File: src/rtl/f15_depacketizer_if.sv
// Byte-stream depacketizer bus: 32-bit word input stream and unpacked byte output stream.
// master: the side that feeds words and drains bytes; slave: the depacketizer itself.
// Both streams use valid/ready; a transfer happens on valid & ready at a clock edge.
interface f15_depacketizer_if #(
  parameter int BIN_WIDTH = 6,
  parameter int ROW_WIDTH = 6
);
  logic [31:0]          in_data;
  logic                 in_last;
  logic                 in_eob;
  logic                 in_valid;
  logic                 in_ready;
  logic [7:0]           out_byte;
  logic [BIN_WIDTH-1:0] out_bin;
  logic [ROW_WIDTH-1:0] out_row;
  logic [1:0]           out_type;
  logic                 out_line_last;
  logic                 out_frame_last;
  logic                 out_valid;
  logic                 out_ready;
  logic                 err_len;
  logic                 err_seq;

  modport master (
    output in_data, in_last, in_eob, in_valid, out_ready,
    input  in_ready, out_byte, out_bin, out_row, out_type,
           out_line_last, out_frame_last, out_valid, err_len, err_seq
  );

  modport slave (
    input  in_data, in_last, in_eob, in_valid, out_ready,
    output in_ready, out_byte, out_bin, out_row, out_type,
           out_line_last, out_frame_last, out_valid, err_len, err_seq
  );
endinterface

File: src/rtl/f15_depacketizer.sv
// Unpacks 32-bit words into bytes labelled with bin, histogram row and line type (histo/max/avg).
// Latency: first byte of a word appears 1 cycle after acceptance; 1 byte/cycle sustained.
// Backpressure: one-word buffer; in_ready only when the buffer is empty or its last byte leaves.
module f15_depacketizer #(
  parameter int BIN_WIDTH  = 6,
  parameter int ROW_WIDTH  = 6,
  parameter int HISTO_ROWS = 64
) (
  input logic            clk,
  input logic            rst,
  f15_depacketizer_if.slave bus
);

  localparam int WPL = 1 << (BIN_WIDTH - 2);              // words per full line
  localparam int WCW = (BIN_WIDTH > 2) ? BIN_WIDTH - 2 : 1;
  localparam logic [WCW-1:0]       WLAST    = WCW'(WPL - 1);
  localparam logic [ROW_WIDTH-1:0] ROW_LAST = ROW_WIDTH'(HISTO_ROWS - 1);

  typedef enum logic [1:0] {
    ST_HISTO = 2'd0,
    ST_MAX   = 2'd1,
    ST_AVG   = 2'd2
  } state_t;

  // Line tracking is done at word acceptance so every word is labelled as it enters the buffer.
  state_t                state_q, state_d;
  logic [ROW_WIDTH-1:0]  row_q, row_d;
  logic [WCW-1:0]        wcnt_q, wcnt_d;

  logic [1:0]            byte_idx;
  logic                  line_end_q;
  logic                  frame_end_q;
  logic [23:0]           data_q;

  logic                  accept;
  logic                  advance;
  logic                  full_word;
  logic                  eob_eff;
  logic                  line_end;
  logic                  frame_end;
  logic                  err_len_d;
  logic                  err_seq_d;

  assign bus.in_ready = !bus.out_valid | (byte_idx == 2'd3 & bus.out_ready);
  assign accept       = bus.in_valid & bus.in_ready;
  assign advance      = bus.out_valid & bus.out_ready;
  assign full_word    = (wcnt_q == WLAST);
  assign eob_eff      = bus.in_last & bus.in_eob;   // eob only means something on a last word

  // Line-type, row and word-position registers.
  always_ff @(posedge clk) begin
    if (rst) begin
      state_q <= ST_HISTO;
      row_q   <= '0;
      wcnt_q  <= '0;
    end else begin
      state_q <= state_d;
      row_q   <= row_d;
      wcnt_q  <= wcnt_d;
    end
  end

  // Decide line boundary, next line type/row and error pulses for the word being accepted.
  always_comb begin
    state_d   = state_q;
    row_d     = row_q;
    wcnt_d    = wcnt_q;
    line_end  = 1'b0;
    frame_end = 1'b0;
    err_len_d = 1'b0;
    err_seq_d = 1'b0;
    if (accept) begin
      // A line ends on in_last or when the full word count is reached; either without the other is a length error.
      line_end  = bus.in_last | full_word;
      err_len_d = bus.in_last ^ full_word;
      wcnt_d    = line_end ? '0 : wcnt_q + WCW'(1);
      if (line_end) begin
        unique case (state_q)
          ST_HISTO: begin
            if (eob_eff) begin
              err_seq_d = 1'b1;
              row_d     = '0;
            end else if (row_q == ROW_LAST) begin
              state_d = ST_MAX;
              row_d   = '0;
            end else begin
              row_d = row_q + ROW_WIDTH'(1);
            end
          end
          ST_MAX: begin
            if (eob_eff) begin
              err_seq_d = 1'b1;
              state_d   = ST_HISTO;
            end else begin
              state_d = ST_AVG;
            end
          end
          ST_AVG: begin
            // The avg line closes the frame whether or not eob arrived with it.
            frame_end = 1'b1;
            err_seq_d = !eob_eff;
            state_d   = ST_HISTO;
            row_d     = '0;
          end
          default: begin
            state_d = ST_HISTO;
            row_d   = '0;
          end
        endcase
      end
    end
  end

  // Output control: load labels on acceptance, step bin/index per emitted byte, hold on stall.
  always_ff @(posedge clk) begin
    if (rst) begin
      bus.out_valid      <= 1'b0;
      bus.out_line_last  <= 1'b0;
      bus.out_frame_last <= 1'b0;
      bus.out_bin        <= '0;
      bus.out_row        <= '0;
      bus.out_type       <= 2'd0;
      bus.err_len        <= 1'b0;
      bus.err_seq        <= 1'b0;
      byte_idx           <= 2'd0;
      line_end_q         <= 1'b0;
      frame_end_q        <= 1'b0;
    end else begin
      bus.err_len <= err_len_d;
      bus.err_seq <= err_seq_d;
      if (accept) begin
        bus.out_valid      <= 1'b1;
        bus.out_line_last  <= 1'b0;
        bus.out_frame_last <= 1'b0;
        bus.out_bin        <= BIN_WIDTH'({wcnt_q, 2'b00});
        bus.out_row        <= row_q;
        bus.out_type       <= state_q;
        byte_idx           <= 2'd0;
        line_end_q         <= line_end;
        frame_end_q        <= frame_end;
      end else if (advance) begin
        if (byte_idx == 2'd3) begin
          bus.out_valid      <= 1'b0;
          bus.out_line_last  <= 1'b0;
          bus.out_frame_last <= 1'b0;
        end else begin
          byte_idx           <= byte_idx + 2'd1;
          bus.out_bin        <= bus.out_bin + BIN_WIDTH'(1);
          bus.out_line_last  <= (byte_idx == 2'd2) & line_end_q;
          bus.out_frame_last <= (byte_idx == 2'd2) & frame_end_q;
        end
      end
    end
  end

  // Byte shifter; contents are don't-care while out_valid is low, so no reset.
  always_ff @(posedge clk) begin
    if (accept) begin
      bus.out_byte <= bus.in_data[31:24];
      data_q       <= bus.in_data[23:0];
    end else if (advance && byte_idx != 2'd3) begin
      bus.out_byte <= data_q[23:16];
      data_q       <= {data_q[15:0], 8'h00};
    end
  end

endmodule

File: src/flat_wrapper.sv
// flat-port wrapper written by rule: the top's interface ports become plain ports
module f15_depacketizer_flat 
#(
  parameter int BIN_WIDTH  = 6,
  parameter int ROW_WIDTH  = 6,
  parameter int HISTO_ROWS = 64
)
  (clk, rst, bus_in_data, bus_in_last, bus_in_eob, bus_in_valid, bus_out_ready, bus_in_ready, bus_out_byte, bus_out_bin, bus_out_row, bus_out_type, bus_out_line_last, bus_out_frame_last, bus_out_valid, bus_err_len, bus_err_seq);
  f15_depacketizer_if #(.BIN_WIDTH(BIN_WIDTH), .ROW_WIDTH(ROW_WIDTH)) bus_i ();
  input logic clk;
  input logic rst;
  input wire logic [$bits(bus_i.in_data)-1:0] bus_in_data;
  input wire logic [$bits(bus_i.in_last)-1:0] bus_in_last;
  input wire logic [$bits(bus_i.in_eob)-1:0] bus_in_eob;
  input wire logic [$bits(bus_i.in_valid)-1:0] bus_in_valid;
  input wire logic [$bits(bus_i.out_ready)-1:0] bus_out_ready;
  output wire logic [$bits(bus_i.in_ready)-1:0] bus_in_ready;
  output wire logic [$bits(bus_i.out_byte)-1:0] bus_out_byte;
  output wire logic [$bits(bus_i.out_bin)-1:0] bus_out_bin;
  output wire logic [$bits(bus_i.out_row)-1:0] bus_out_row;
  output wire logic [$bits(bus_i.out_type)-1:0] bus_out_type;
  output wire logic [$bits(bus_i.out_line_last)-1:0] bus_out_line_last;
  output wire logic [$bits(bus_i.out_frame_last)-1:0] bus_out_frame_last;
  output wire logic [$bits(bus_i.out_valid)-1:0] bus_out_valid;
  output wire logic [$bits(bus_i.err_len)-1:0] bus_err_len;
  output wire logic [$bits(bus_i.err_seq)-1:0] bus_err_seq;
  assign bus_i.in_data = bus_in_data;
  assign bus_i.in_last = bus_in_last;
  assign bus_i.in_eob = bus_in_eob;
  assign bus_i.in_valid = bus_in_valid;
  assign bus_i.out_ready = bus_out_ready;
  assign bus_in_ready = bus_i.in_ready;
  assign bus_out_byte = bus_i.out_byte;
  assign bus_out_bin = bus_i.out_bin;
  assign bus_out_row = bus_i.out_row;
  assign bus_out_type = bus_i.out_type;
  assign bus_out_line_last = bus_i.out_line_last;
  assign bus_out_frame_last = bus_i.out_frame_last;
  assign bus_out_valid = bus_i.out_valid;
  assign bus_err_len = bus_i.err_len;
  assign bus_err_seq = bus_i.err_seq;
  f15_depacketizer #(.BIN_WIDTH(BIN_WIDTH), .ROW_WIDTH(ROW_WIDTH), .HISTO_ROWS(HISTO_ROWS)) u_core (.clk(clk), .rst(rst), .bus(bus_i));
endmodule
File: config.mk
export PLATFORM = sky130hd
export DESIGN_NAME = f15_depacketizer_flat
export DESIGN_NICKNAME = d
export VERILOG_FILES = /design/src/rtl/f15_depacketizer_if.sv /design/src/rtl/f15_depacketizer.sv /design/src/flat_wrapper.sv
export SDC_FILE = /design/constraint.sdc
export NUM_CORES = 1
export LEC_CHECK = 0
export CORE_ASPECT_RATIO = 1.1
export CORE_MARGIN = 3
export CORE_UTILIZATION = 45
export CTS_BUF_LIST = sky130_fd_sc_hd__clkbuf_4 sky130_fd_sc_hd__clkbuf_8
export CTS_CLUSTER_SIZE = 12
export DETAILED_ROUTE_END_ITERATION = 16
export PLACE_DENSITY = 0.73
export SYNTH_ARGS = -nofsm -noshare
export SYNTH_HDL_FRONTEND = slang
export SYNTH_SLANG_ARGS = --single-unit
File: constraint.sdc
create_clock -name clk -period 4.8 [get_ports clk]
set_input_delay 0.48 -clock clk [delete_from_list [all_inputs] [get_ports clk]]
set_output_delay 0.48 -clock clk [all_outputs]
set_load 0.01 [all_outputs]
==> impl_results.md, run 1 <==
- Seq/Total Area, Yosys: 0.568
- Via density per instance: 5.21
- Die Y: 90.5 um
- Post-Syn Area: 2920 um^2
- Clock-pin slew on the worst setup and hold paths: 0.07 ns
- Max frequency: 387 MHz
- Cell leakage power: 1.47 nW
- Slew Limit Headroom: 0.258
- Dpl ws: 1.99 ns
- Max Buffers Root-to-Sink: 2
- Ys async rst share: 0
- Die Wd: 82.9 um
- Antenna-violating nets left: 0
- Largest family of logic cells by synthesized area: simple AND/OR/NAND/NOR gates
- Area growth from synthesis to layout: 31.0%
- Synth top area cells: edfxtp_1 33%, dfxtp_1 24%, nand2_1 13%, a21oi_1 3.6%, ha_1 2.6%
- DRC: 0
- Sink Count: 67
- Synthesized area per cell: 9.49 um^2
- CTS root buffer: clkbuf_8
- Worst Path Required: 4.32 ns
- Slew Viols, Final: 0
- Mapped Nets: 352
- Htree depth: 3
- Io pins: 66
- WS Path Type: input pin to primary output
- Mux contribution to synthesized area: 0.0103
- Worst-Margin Slew: 1.11 ns
- CTS resizes: 0
- Hold crit path type: flip-flop to flip-flop
- CP max FO: 13
- Cell Pwr Density: 343 nW/um^2
- Hold slack final: 0.462 ns
- CTS tree: yes
- Hold Buf Count CTS: 0
- Initial antenna violation count: 0
- Crit end category: primary output
- Largest net degree at the start of global routing: 49
- CP arrival: 2.10 ns
- Die footprint: 7500 um^2
- Synth Area in XOR/XNOR: 0.0180
- DR iter-0 viols: 222
- RSZ-0062 raised after global routing: false
- Max VDD drop: 0.180 mV
- Number of synthesized register bits: 67
- Most common cell after layout, fill and taps aside: nand2_1
- Gr ovfl total: 0
- Final TNS setup: 0 ns
- Outcome: finished clean
- Worst Slack Setup Final: 2.22 ns
- First-pass GRT wire length: 10400 um
- Period minus WS final: 2.58 ns
- Setup violators final: 0
- Max-Cap Viols: 0
- EDFF count, synth: 32
- Adder-cell share of the synthesized area: 0.0257
- Total CTS buffers: 9
- Post-Syn Instances: 308
- Detail-routed net length per standard cell: 13.7 um
- Starting Density: 0.469
- Yosys top cell area share: 0.329
- Simple-gate portion of the synthesized area: 0.250
- Synth Area in Compound Gates: 0.0903
- Final worst path period share: 0.538
- Antenna Cells: 0
- Setup bufs post-CTS: 0
- Final net count: 412
- Vias: 2361
- FP Rows: 30
- Worst skew pair latency: 0.34 ns
- Unique masters post-synth: 44
- DP HPWL: 4160 um
- Yosys warnings: 0
- Crit path launch type: input pin
- Dominant cell type by area after synthesis: edfxtp_1
- Core area: 6230 um^2
- GPL Wtd Cong: 0.777
- Layout cells sized above 1: 0.0617
- Main synth FF type: dfxtp_1
- All-Layer GR Usage: 0.169
- Most frequent cells in the layout: 100 x nand2_1, 65 x clkdlybuf4s50_1, 35 x dfxtp_1
- Final Hold Vio Count: 0
- Port bufs: 65
- Skew final: 0.00708 ns
- Pre-Repair DR Iteration Count: 5
- Vias in the first global route: 2323
- Final WL: 6190 um
path summary, 6_finish.rpt:
check                   startpoint                    end  slack [ns]  cells past startpoint
max                  bus_out_ready           bus_in_ready        2.22                      4
min          u_core.bus.out_row[5]  u_core.bus.out_row[5]        0.46                      2
min reg2reg  u_core.bus.out_row[5]  u_core.bus.out_row[5]        0.46                      2
max reg2reg     u_core.byte_idx[0]       u_core.wcnt_q[2]        2.54                      7
worst max-delay path: stages:
cell	delay [ns]
clkdlybuf4s50_1	0.53
a21boi_4	0.32
clkinv_2	0.22
clkdlybuf4s50_1	0.54
per-layer routing:
metal	global-route usage	routed length [um]	up-vias	part of all wire
met2	0.279	2960	73	0.48
met1	0.204	2720	1086	0.44
met3	0.0392	346	15	0.056
li1	-	-	1187	-
met5	0	0	-	0
met4	0.0899	165	0	0.027
state kept, by name, indices dropped and copies added, names as in the netlist, 2 cells and up:
signal,cells
u_core.state_q,2
u_core.bus.out_type,2
u_core.bus.out_bin,6
u_core.bus.out_row,6
u_core.bus.out_byte,8
u_core.byte_idx,2
u_core.data_q,24
u_core.wcnt_q,4
u_core.row_q,6
power breakdown:
part	switching (W)	internal, W
Combinational	0.0000755	0.0000707
Sequential	0.0000127	0.000643
Clock	0.000214	0.000299
Total	0.000302	0.00101
cell usage after synthesis, types with 2 or more instances:
library cell / n
nand2_1: 100
dfxtp_1: 35
edfxtp_1: 32
a21oi_1: 21
nor2_1: 12
and3_1: 10
nand3_1: 10
nor3_1: 9
clkbuf_1: 8
buf_2: 6
ha_1: 6
inv_1: 5
o21ai_0: 5
xnor2_1: 4
a211oi_1: 3
buf_4: 3
mux2i_1: 3
nor4_1: 3
a311oi_1: 2
a32oi_1: 2
nand3b_1: 2
nand4b_1: 2
nor2b_1: 2
o21bai_1: 2
xor2_1: 2
logic make-up (layout without fill, tap and decap cells):
logic type                 after synthesis  count (layout)
and+or+nand+nor                        161             161
DFF                                     67              67
AOI/OAI and AO/OA                       41              41
buffers and inverters                   24              89
adders and majority gates                6               6
xor gates and xnor gates                 6               6
muxes                                    3               3
layout make-up:
| class | count | area, um^2 |
|---|---|---|
| clock buffers | 10 | 131 |
| repair buffers | 67 | 666 |
| inverters | 6 | 23.8 |
| flip-flops and latches | 67 | 1660 |
| fillers | 538 | 2400 |
| clock inverters | 6 | 88.8 |
| well taps | 80 | 100 |
| multi-input cells | 217 | 1160 |
stage by stage:
step | instances | area, um^2 | power, W | utilization
2_1_floorplan | 308 | 2920 | 0.000745 | -
3_3_place_gp | 437 | 3610 | 0.000811 | 0.580
3_5_place_dp | 437 | 3610 | 0.000815 | 0.580
4_1_cts | 453 | 3830 | 0.00133 | 0.615
5_1_grt | 453 | 3830 | 0.00136 | 0.615
6_report | 453 | 3830 | 0.00131 | 0.615
Note: power is estimated with default switching activity, not from simulation.
==> run 2: changes to the inputs <==
PLACE_DENSITY = 0.76   (was 0.73)
clock period = 2.34 ns   (was 4.8 ns; I/O delays follow)
==> run 2 against run 1 <==
  * Register-to-register slack worse by 2.2 ns
  * Worst setup slack got worse by 2.1 ns
  * Clock-buffer cell count is the same
  * Non-clock buffer count rose by 7
  * Worst hold slack lost 0.0075 ns
  * Combinational power up 120%
  * Final cell count grew 1.5%
==> impl_results.md, run 2 (synthesized netlist as in run 1, its figures left out) <==
- Sink Count: 67
- Area after DPL: 3690 um^2
- Max FFs per register: 24
- Starting Density: 0.469
- FP Rows: 30
- Final WL: 6120 um
- Max VDD drop: 0.359 mV
- Io pins: 66
- Die Y: 90.5 um
- Final TNS setup: 0 ns
- Crit end category: primary output
- Hold Buf Count CTS: 0
- WS Path Type: flip-flop to primary output
- Setup violators final: 0
- Area growth from synthesis to layout: 32.9%
- Most common cell after layout, fill and taps aside: nand2_1
- Skew final: 0.00826 ns
- Max frequency: 455 MHz
- Slew Limit Headroom: 0.658
- Worst skew pair latency: 0.33 ns
- Die footprint: 7500 um^2
- Initial antenna violation count: 0
- Slew Viols, Final: 0
- Max-Cap Viols: 0
- Vias in the first global route: 2204
- Crit path launch type: flip-flop
- Htree depth: 3
- Die Wd: 82.9 um
- CP arrival: 1.96 ns
- Regs by FF count: u_core.data_q: 24 flops, u_core.bus.out_byte: 8 flops
- Finished Cell Area: 3880 um^2
- CTS tree: yes
- CTS resizes: 0
- Final net count: 419
- CTS root buffer: clkbuf_8
- Outcome: finished clean
- Cell leakage power: 1.51 nW
- Antenna Cells: 0
- Core area: 6230 um^2
- Reg with most FFs: u_core.data_q
- Final worst path period share: 0.939
- Total CTS buffers: 9
- Port bufs: 65
- Period minus WS final: 2.20 ns
- All-Layer GR Usage: 0.163
- Cell Pwr Density: 672 nW/um^2
- R2R cell count: 7
- Worst Path Required: 2.11 ns
- Via density per instance: 5.20
- DR iter-0 viols: 115
- Pre-Repair DR Iteration Count: 5
- Vias: 2393
- Antenna-violating nets left: 0
- GPL Wtd Cong: 0.861
- CP max FO: 13
- Detail-routed net length per standard cell: 13.3 um
- Setup bufs post-CTS: 0
- Layout cells sized above 1: 0.0789
- Hold crit path type: flip-flop to flip-flop
- Most frequent cells in the layout: 100 x nand2_1, 65 x clkdlybuf4s50_1, 35 x dfxtp_1
- DRC: 0
- RSZ-0062 raised after global routing: false
- Gr ovfl total: 0
- Clock-pin slew on the worst setup and hold paths: 0.07 ns
- Largest net degree at the start of global routing: 37
- DP HPWL: 4320 um
- Max Buffers Root-to-Sink: 2
- Final Hold Vio Count: 0
- Worst Hold Depth: 2
- Worst-Margin Slew: 0.511 ns
- First-pass GRT wire length: 10100 um
[run 2: cell types whose count changed in the layout (fill, tap and decap cells not counted)]
cell        change
buf_4           +5
buf_12          +2
bufinv_16       -1
clkinv_2        +1
clkinv_4        +1
clkinvlp_4      -1
[run 2: critical path: stages (launching register included)]
cell	delay (ns)
dfxtp_1	0.34
ha_1	0.27
a21boi_4	0.26
clkinv_2	0.22
clkdlybuf4s50_1	0.53
[run 2: per-layer routing]
metal / wire length [um] / GRT usage
met1: 2690 / 0.202
met2: 3050 / 0.266
met3: 313 / 0.0511
met4: 68 / 0.0627
met5: 0 / 0
[run 2: path summary, 6_finish.rpt]
kind	startpoint	to	slack, ns
setup / recovery	u_core.byte_idx[0]	bus_in_ready	0.14
hold / removal	u_core.bus.out_type[1]	u_core.bus.out_type[1]	0.45
setup reg to reg	u_core.wcnt_q[1]	u_core.row_q[5]	0.36
hold reg to reg	u_core.bus.out_type[1]	u_core.bus.out_type[1]	0.45
[run 2: area by class of cell]
type                       instances  area [um^2]
fill                             543         2350
multi-input combinational        217         1160
inverter                           6         23.8
sequential                        67         1660
clock buffer                      10          131
clock inverter                     6         65.1
tap                               80          100
timing repair buffer              74          743
[run 2: through the flow]
step / total power [W] / util / hold slack (ns) / instances / worst slack, ns
6_report: 0.00261 / 0.623 / 0.455 / 460 / 0.143
5_1_grt: 0.00273 / 0.623 / 0.477 / 460 / 0.0353
4_1_cts: 0.00264 / 0.623 / 0.456 / 460 / 0.123
3_5_place_dp: 0.00169 / 0.592 / 0.446 / 444 / 0.295
3_3_place_gp: 0.00168 / 0.592 / 0.446 / 444 / 0.320
2_1_floorplan: 0.00153 / - / 0.324 / 308 / 0.400
[run 2: power by group]
part	internal, W	leakage (nW)	total (W)	switching [W]
Combinational	0.000160	0.800	0.000317	0.000156
Clock	0.000506	0.100	0.000947	0.000441
Sequential	0.00132	0.609	0.00135	0.0000267
==> run 3: changes to the inputs <==
PLACE_DENSITY = 0.86   (was 0.76)
==> run 3 against run 2 <==
  * Sequential power is essentially flat
  * Final cell count grew 0.22%
  * Non-clock buffer count grew 1
  * Largest cell class unchanged
==> impl_results.md, run 3 (synthesized netlist as in run 1, its figures left out) <==
- Crit-path slowest cell: clkdlybuf4s50_1
- Non-filler cells, final: 461
- Most frequent cells in the layout: 100 x nand2_1, 65 x clkdlybuf4s50_1, 35 x dfxtp_1
- GR peak layer: met2
- Htree depth: 3
- Sink Count: 67
- Most common cell after layout, fill and taps aside: nand2_1
- Setup violators final: 0
- Die Y: 90.5 um
- Met2 GRT Util: 0.315
- Hold Buf Count CTS: 0
- Sequential power share: 0.512
- Max VDD drop: 0.403 mV
- DRC: 0
- Max frequency: 480 MHz
- Final Hold Vio Count: 0
- Final worst path period share: 0.891
- Antenna-violating nets left: 0
- CTS resizes: 0
- Final net count: 420
- Cell count after placement: 445
- Pre-Repair DR Iteration Count: 4
- Max-Cap Viols: 0
- Worst skew pair latency: 0.35 ns
- CTS tree: yes
- Layout Utilization: 0.623
- Slew Limit Headroom: 0.649
- Skew final: 0.0123 ns
- FP Rows: 30
- Reg2Reg Setup Slack: 0.29 ns
- Final WL: 6440 um
- Max Buffers Root-to-Sink: 2
- Clock-pin slew on the worst setup and hold paths: 0.08 ns
- DR iter-0 viols: 136
- Outcome: finished clean
- Die footprint: 7500 um^2
- Slew Viols, Final: 0
- Core area: 6230 um^2
- Grt met1 use: 0.205
- Antenna Cells: 0
- Setup bufs post-CTS: 0
- CP arrival: 1.85 ns
- Pint: 0.00197 W
- GPL Wtd Cong: 0.826
- Largest net degree at the start of global routing: 32
- First-pass GRT wire length: 11000 um
- Net Sw Power: 0.000656 W
- Reg with most FFs: u_core.data_q
- Layout cells sized above 1: 0.0787
- Initial antenna violation count: 0
- Gr ovfl total: 0
- Clk pwr share: 0.367
- Total CTS buffers: 9
- All-Layer GR Usage: 0.182
- Switching Share: 0.249
- Via density per instance: 5.21
- Io pins: 66
- Worst Path Required: 2.11 ns
- Area after DPL: 3680 um^2
- Logic gate share of total power: 0.121
- DP HPWL: 4420 um
- Crit path launch type: flip-flop
- Vias in the first global route: 2404
- Crit end category: primary output
- Global routing usage on met3: 0.0611
- CTS root buffer: clkbuf_8
- Final TNS setup: 0 ns
- Port bufs: 65
- Hold crit path type: flip-flop to flip-flop
- Slowest stage delay, CP: 0.50 ns
- WS Path Type: flip-flop to primary output
- Cell leakage power: 1.50 nW
- Period minus WS final: 2.09 ns
- Starting Density: 0.469
- Detail-routed net length per standard cell: 14.0 um
- Finished Cell Area: 3880 um^2
- Worst-Margin Slew: 0.526 ns
- CP max FO: 13
- Max FFs per register: 24
- Cell Pwr Density: 677 nW/um^2
- CP Cell Sequence: ha_1 -> a21boi_4 -> inv_4 -> clkdlybuf4s50_1
- Regs by FF count: u_core.data_q: 24 flops, u_core.bus.out_byte: 8 flops
- Die Wd: 82.9 um
- RSZ-0062 raised after global routing: false
- Area growth from synthesis to layout: 32.8%
- Vias: 2400
-- run 3: power by group through the flow --
stage / Clock, W / Combinational, W / Sequential (W)
2_1_floorplan: 0 / 0.000148 / 0.00138
6_report: 0.000966 / 0.000318 / 0.00135
3_5_place_dp: 0 / 0.000314 / 0.00137
5_1_grt: 0.00105 / 0.000351 / 0.00136
3_3_place_gp: 0 / 0.000306 / 0.00137
4_1_cts: 0.000993 / 0.000319 / 0.00135
-- run 3: critical path: cells and delay by family, from the launching register on --
family | cells | cell delay (ns)
compound gates | 1 | 0.28
fa+ha+maj | 1 | 0.27
buf+inv | 2 | 0.62
flops | 1 | 0.34
-- run 3: final timing paths --
check                                      startpoint                    end  cells after the start
worst min-delay path            u_core.bus.out_row[0]  u_core.bus.out_row[0]                      2
worst max register to register       u_core.wcnt_q[0]        u_core.row_q[5]                      7
worst max-delay path               u_core.byte_idx[0]           bus_in_ready                      4
worst min register to register  u_core.bus.out_row[0]  u_core.bus.out_row[0]                      2
-- run 3: cell type report --
class                           count  area (um^2)
Timing Repair Buffer               75          738
Fill cell                         499         2350
Clock inverter                      7         75.1
Clock buffer                        9          124
Tap cell                           80          100
Sequential cell                    67         1660
Multi-Input combinational cell    217         1160
Inverter                            6         25.0
-- run 3: metrics by stage --
stage | setup slack, ns | total power [W] | hold WS (ns)
2_1_floorplan | 0.400 | 0.00153 | 0.324
5_1_grt | 0.135 | 0.00275 | 0.480
6_report | 0.255 | 0.00263 | 0.458
3_3_place_gp | 0.310 | 0.00167 | 0.449
4_1_cts | 0.118 | 0.00266 | 0.460
3_5_place_dp | 0.268 | 0.00169 | 0.451
-- run 3: per-layer routing --
metal / share of wire / wire, um
met3: 0.054 / 347
met2: 0.53 / 3400
met4: 0.015 / 99
met5: 0 / 0
met1: 0.40 / 2590
